## config.mk

```make
export PLATFORM = sky130hd
export DESIGN_NAME = conv_window_ctrl
export DESIGN_NICKNAME = d
export VERILOG_FILES = /design/src/rtl/conv_window_ctrl.sv
export SDC_FILE = /design/constraint.sdc
export NUM_CORES = 1
export LEC_CHECK = 0
export CORE_UTILIZATION = 35
export DETAILED_ROUTE_END_ITERATION = 10
export MAX_ROUTING_LAYER = met4
export PLACE_DENSITY = 0.66
export SLEW_MARGIN = 25
export SYNTH_ARGS = -nofsm -noshare
export SYNTH_HDL_FRONTEND = slang
export SYNTH_SLANG_ARGS = --single-unit
```

## constraint.sdc

```tcl
create_clock -name clk -period 4.22 [get_ports clk]
set_clock_uncertainty 0.2 [all_clocks]
set_input_delay 0.844 -clock clk [delete_from_list [all_inputs] [get_ports clk]]
set_output_delay 0.844 -clock clk [all_outputs]
set_load 0.02 [all_outputs]
```

## src/rtl/conv_window_ctrl.sv

```systemverilog
// Sequencer for a 3x3 convolution datapath: walks every valid window of the image in raster
// order, fetching a full window at the start of each row and only the new column afterwards.
module conv_window_ctrl #(
    parameter int IMG_WIDTH    = 16,
    parameter int IMG_HEIGHT   = 16,
    parameter int COLOUR_DEPTH = 8,
    parameter int ADDR_WIDTH   = 8
) (
    input  logic                         clk,
    input  logic                         reset,
    input  logic                         start,
    output logic                         busy,
    output logic                         done,
    output logic                         rd_en,
    output logic [ADDR_WIDTH-1:0]        rd_addr,
    input  logic [COLOUR_DEPTH-1:0]      rd_data,
    output logic [8:0][COLOUR_DEPTH-1:0] data_mat,
    output logic                         mat_valid,
    input  logic [COLOUR_DEPTH-1:0]      w_data,
    output logic                         wr_en,
    output logic [ADDR_WIDTH-1:0]        wr_addr,
    output logic [COLOUR_DEPTH-1:0]      wr_data,
    output logic [2:0]                   dbg_state_o
);

    // Handshake: no backpressure. A read issued with rd_en in cycle n returns on rd_data in
    // cycle n+1; a write is accepted in every cycle wr_en is high.
    typedef enum logic [2:0] {
        ST_IDLE  = 3'd0,
        ST_FILL  = 3'd1,
        ST_SHIFT = 3'd2,
        ST_DRAIN = 3'd3,
        ST_WRITE = 3'd4,
        ST_DONE  = 3'd5
    } state_t;

    localparam logic [ADDR_WIDTH-1:0] X_LAST  = ADDR_WIDTH'(IMG_WIDTH - 3);
    localparam logic [ADDR_WIDTH-1:0] Y_LAST  = ADDR_WIDTH'(IMG_HEIGHT - 3);
    localparam logic [ADDR_WIDTH-1:0] RD_STEP = ADDR_WIDTH'(IMG_WIDTH);
    localparam logic [ADDR_WIDTH-1:0] WR_STEP = ADDR_WIDTH'(IMG_WIDTH - 2);

    state_t state_q, state_d;
    logic [ADDR_WIDTH-1:0] x_q, x_d, y_q, y_d;
    logic [1:0] r_q, r_d, c_q, c_d;
    logic [3:0] slot_q, slot_d;
    logic cap_q;
    logic shift_win;
    logic [8:0][COLOUR_DEPTH-1:0] win_q;

    always_ff @(posedge clk) begin
        if (reset) begin
            state_q <= ST_IDLE;
        end else begin
            state_q <= state_d;
        end
    end

    always_comb begin
        state_d = state_q;
        unique case (state_q)
            ST_IDLE:  if (start) state_d = ST_FILL;
            ST_FILL:  if (r_q == 2'd2 && c_q == 2'd2) state_d = ST_DRAIN;
            ST_SHIFT: if (r_q == 2'd2) state_d = ST_DRAIN;
            ST_DRAIN: state_d = ST_WRITE;
            ST_WRITE: begin
                if (x_q < X_LAST)      state_d = ST_SHIFT;
                else if (y_q < Y_LAST) state_d = ST_FILL;
                else                   state_d = ST_DONE;
            end
            ST_DONE:  state_d = ST_IDLE;
            default:  state_d = ST_IDLE;
        endcase
    end

    // FILL walks the window column-major (r fastest); SHIFT pins c at the newest column.
    always_comb begin
        x_d       = x_q;
        y_d       = y_q;
        r_d       = r_q;
        c_d       = c_q;
        shift_win = 1'b0;
        unique case (state_q)
            ST_IDLE: begin
                if (start) begin
                    x_d = '0;
                    y_d = '0;
                    r_d = '0;
                    c_d = '0;
                end
            end
            ST_FILL: begin
                if (r_q == 2'd2) begin
                    r_d = 2'd0;
                    c_d = c_q + 2'd1;
                end else begin
                    r_d = r_q + 2'd1;
                end
            end
            ST_SHIFT: r_d = r_q + 2'd1;
            ST_WRITE: begin
                r_d = 2'd0;
                if (x_q < X_LAST) begin
                    x_d       = x_q + 1'b1;
                    c_d       = 2'd2;
                    shift_win = 1'b1;
                end else if (y_q < Y_LAST) begin
                    x_d = '0;
                    y_d = y_q + 1'b1;
                    c_d = 2'd0;
                end
            end
            default: ;
        endcase
    end

    assign slot_d = ({2'b00, r_q} * 4'd3) + {2'b00, c_q};

    always_ff @(posedge clk) begin
        if (reset) begin
            x_q <= '0;
            y_q <= '0;
            r_q <= '0;
            c_q <= '0;
        end else begin
            x_q <= x_d;
            y_q <= y_d;
            r_q <= r_d;
            c_q <= c_d;
        end
    end

    // Returning data lands in the slot remembered from the cycle the read was issued.
    always_ff @(posedge clk) begin
        if (reset) begin
            win_q  <= '0;
            cap_q  <= 1'b0;
            slot_q <= '0;
        end else begin
            cap_q  <= rd_en;
            slot_q <= slot_d;
            if (shift_win) begin
                for (int r = 0; r < 3; r++) begin
                    win_q[r*3]   <= win_q[r*3+1];
                    win_q[r*3+1] <= win_q[r*3+2];
                end
            end
            if (cap_q) begin
                win_q[slot_q] <= rd_data;
            end
        end
    end

    always_comb begin
        busy      = 1'b0;
        done      = 1'b0;
        rd_en     = 1'b0;
        rd_addr   = '0;
        mat_valid = 1'b0;
        wr_en     = 1'b0;
        wr_addr   = '0;
        wr_data   = '0;
        unique case (state_q)
            ST_FILL, ST_SHIFT: begin
                busy    = 1'b1;
                rd_en   = 1'b1;
                rd_addr = ((y_q + ADDR_WIDTH'(r_q)) * RD_STEP) + x_q + ADDR_WIDTH'(c_q);
            end
            ST_DRAIN: busy = 1'b1;
            ST_WRITE: begin
                busy      = 1'b1;
                mat_valid = 1'b1;
                wr_en     = 1'b1;
                wr_addr   = (y_q * WR_STEP) + x_q;
                wr_data   = w_data;
            end
            ST_DONE: done = 1'b1;
            default: ;
        endcase
    end

    assign data_mat    = win_q;
    assign dbg_state_o = state_q;

endmodule

```

==> results.sh <==
export IMPL_violated_checks="setup timing"
export IMPL_hold_ws_ns=0.260
export IMPL_comb_power_share_pct=35.9
export IMPL_antennaDiodeCount=0
export IMPL_antenna_left=0
export IMPL_most_common_layout_cells="clkdlybuf4s50_1 (116), nor2_1 (111), nand2_1 (111), dfxtp_1 (97), a311oi_1 (48)"
export IMPL_synth_seq_cells=100
export IMPL_cell_count_after_synthesis=662
export IMPL_synth_flop_cell="dfxtp_1"
export IMPL_netlist_cell_type_count=54
export IMPL_power_ir_vdd_worst_v=0.000253
export IMPL_synth_edff_count=0
export IMPL_route_top_layer_used="met4"
export IMPL_average_size_of_a_mapped_cell_um2=8.30
export IMPL_post_route_cells_drive_above_1_share_pct=8.47
export IMPL_remaining_drc_errors=0
export IMPL_cellPowerDensity_nw_per_um2=424
export IMPL_sequentialPowerShare_pct=35.3
export IMPL_tritoncts="built"
export IMPL_io_buffer_count=122
export IMPL_initial_utilization_pct=36.0
export IMPL_critical_path_max_stage_delay_ns=0.53
export IMPL_pwr_share_clk_pct=28.8
export IMPL_track_usage_pct=19.5
export IMPL_routed_wl_um=14800
export IMPL_post_drt_via_cell_ratio=5.02
export IMPL_worstPathArrival_ns=3.24
export IMPL_vias_after_detailed_routing=4965
export IMPL_period_share_pct=102
export IMPL_worstPathMaxFanout=2
export IMPL_grt_pass1_vias=4613
export IMPL_fp_dieH_um=127
export IMPL_fmax_mhz=233
export IMPL_ordered_list_of_cells_on_the_worst_path="fa_1 > ha_2 > inv_2 > fa_2 > inv_2 > ha_4 > o21a_1 > o31a_1 > o21a_1 > a211o_1 > a21oi_2 > buf_4"
export IMPL_fp_dieW_um=127
export IMPL_top_level_ports=123
export IMPL_dpl_hpwl_um=10500
export IMPL_share_of_the_yosys_chip_area_belonging_to_registers_pct=36.4
export IMPL_routedLengthMet1_um=7240
export IMPL_grt_max_degree=90
export IMPL_slowest_stage="fa_1"
export IMPL_grt_first_pass_wirelength_um=24600
export IMPL_critical_path_top_delay_family="adder cells"
export IMPL_post_cts_hold_fix_bufs=0
export IMPL_clock_tree_buffer_depth=2
export IMPL_netSwitchingPower_w=0.00112
export IMPL_cts_reportedPaths_clkPinSlew_ns=0.07
export IMPL_p_leak_nw=2.76
export IMPL_post_route_min_period_ns=4.29
export IMPL_place_congestion=0.828
export IMPL_worst_slack_ns=-0.0669
export IMPL_grt_remaining_overflow=0
export IMPL_timing_final_setup_violations=1
export IMPL_detailroute_wirelength_met3_um=490
export IMPL_wirelength_per_cell_um=15.0
export IMPL_critPathBufInv=3
export IMPL_drt_first_iter_violations=355
export IMPL_finalMaxSlewViolations=0
export IMPL_p_sw_share_pct=36.0
export IMPL_netlist_area_um2=5500
export IMPL_timing_critical_path_required_ns=3.18
export IMPL_area_growth_from_synthesis_to_layout_pct=33.5
export IMPL_cts_root_buffer_cell="clkbuf_16"
export IMPL_netlist_top_cells_area="dfxtp_1 (36%), a311oi_1 (7.6%), nand2_1 (7.6%)"
export IMPL_die_area_um2=16200
export IMPL_hold_viol_final=0
export IMPL_core_um2=15300
export IMPL_cts_setup_buffers=0
export IMPL_grt_antenna_before_repair=0
export IMPL_grt_setup_unrepaired="true"
export IMPL_rows=45
export IMPL_timing_critical_path_to_type="output pin"
export IMPL_firstDrtPassIters=4
export IMPL_preCtsSetupSlack_ns=-0.233
export IMPL_int_pwr_w=0.00199
export IMPL_detailroute_wirelength_met2_um=6920
export IMPL_timing_worst_setup_path_type="reg -> out"
export IMPL_clock_h_tree_levels=3
export IMPL_synth_warnings=0
export IMPL_run_status="finished, violations left"
export IMPL_worst_max_slew_margin_expressed_relative_to_the_limit_pct=35.7
export IMPL_final_nets=836
export IMPL_max_cap_viol_count=0
export IMPL_timing_critical_path_from_type="register"
export IMPL_layout_cells_most_common="clkdlybuf4s50_1"
export IMPL_synth_area_leader_cell="dfxtp_1"
export IMPL_worst_hold_path_type="reg -> reg"
export IMPL_synth_top_area_share_pct=36.4
export IMPL_worst_tran_pin_value_ns=0.964
export IMPL_async_flop_share_pct=0
export IMPL_syn_nets=724
export IMPL_cts_made_buffers=9
export IMPL_cts_sinks=100
export IMPL_insertion_delay_ns=0.34
[layer usage]
metal  vias to the layer above  track usage (%)
li1                       2501                -
met1                      2350             26.1
met2                        97             30.7
met3                        17             3.02
met4                         0             5.04
met5                         -                -
[stage by stage]
stage               utilization [%]  cells  setup TNS [ns]  area, um^2  power [W]
finish                         48.1    990         -0.0669        7340    0.00311
floorplan                         -    662               0        5500    0.00183
global route                   48.1    990          -0.211        7340    0.00329
CTS                            48.0    990         -0.0675        7320    0.00314
detailed placement             45.7    974          -0.347        6970    0.00224
global placement               45.7    974          -0.258        6970    0.00224
[flip-flops by register name (all words and copies together), names as in the netlist]
register and flops:
cap_q 1, data_mat 72, r_q 2, dbg_state_o 3
y_q 8, c_q 2, slot_q 4, x_q 8
[cell usage after synthesis, types with 6 or more instances]
library cell	number
nor3_1	6
or3_1	6
fa_1	10
xnor2_1	16
nor2b_1	11
buf_2	11
o21ai_0	12
nand2_1	111
inv_1	28
a311oi_1	48
and2_1	11
ha_1	33
a21oi_1	16
nand3_1	13
clkbuf_1	28
nor2_1	111
dfxtp_1	100
buf_4	6
mux2i_1	26
[final timing paths]
check	cells past startpoint	endpoint	slack [ns]	from
min reg2reg	1	y_q[7]$_SDFFE_PP0P_	0.26	y_q[7]$_SDFFE_PP0P_
max	12	wr_addr[7]	-0.07	y_q[0]$_SDFFE_PP0P_
min	1	y_q[7]$_SDFFE_PP0P_	0.26	y_q[7]$_SDFFE_PP0P_
max reg2reg	8	data_mat[63]$_SDFF_PP0_	1.41	dbg_state_o[1]$_SDFFE_PP0P_
[cells by family after synthesis]
logic type,synth area share [%]
AOI/OAI and AO/OA,14.9
xor gates and xnor gates,3.35
adders and majority gates,11.2
buffers and inverters,5.71
DFF,36.4
muxes,4.73
and+or+nand+nor,23.7
[power groups by stage]
stage / Combinational, W / Clock [W] / Sequential [W]
2_1_floorplan: 0.000647 / 0 / 0.00118
3_3_place_gp: 0.00112 / 0 / 0.00112
3_5_place_dp: 0.00112 / 0 / 0.00112
4_1_cts: 0.00113 / 0.000914 / 0.00110
5_1_grt: 0.00123 / 0.000948 / 0.00111
6_report: 0.00112 / 0.000896 / 0.00110
[timing repair]
action | 4_1_cts | 5_1_grt
setup endpoints to repair | 4 | 5
pin swaps | 3 | 6
gates cloned | 0 | 0
resized for setup | 23 | 12
[area by class of cell]
| cell class | count | area (um^2) |
|---|---|---|
| Clock buffer | 12 | 246 |
| Clock inverter | 4 | 72.6 |
| Fill cell | 1498 | 7920 |
| Inverter | 28 | 105 |
| Multi-Input combinational cell | 488 | 3240 |
| Sequential cell | 100 | 2010 |
| Tap cell | 211 | 264 |
| Timing Repair Buffer | 147 | 1400 |
No activity file was read; power rests on OpenSTA's default activity.
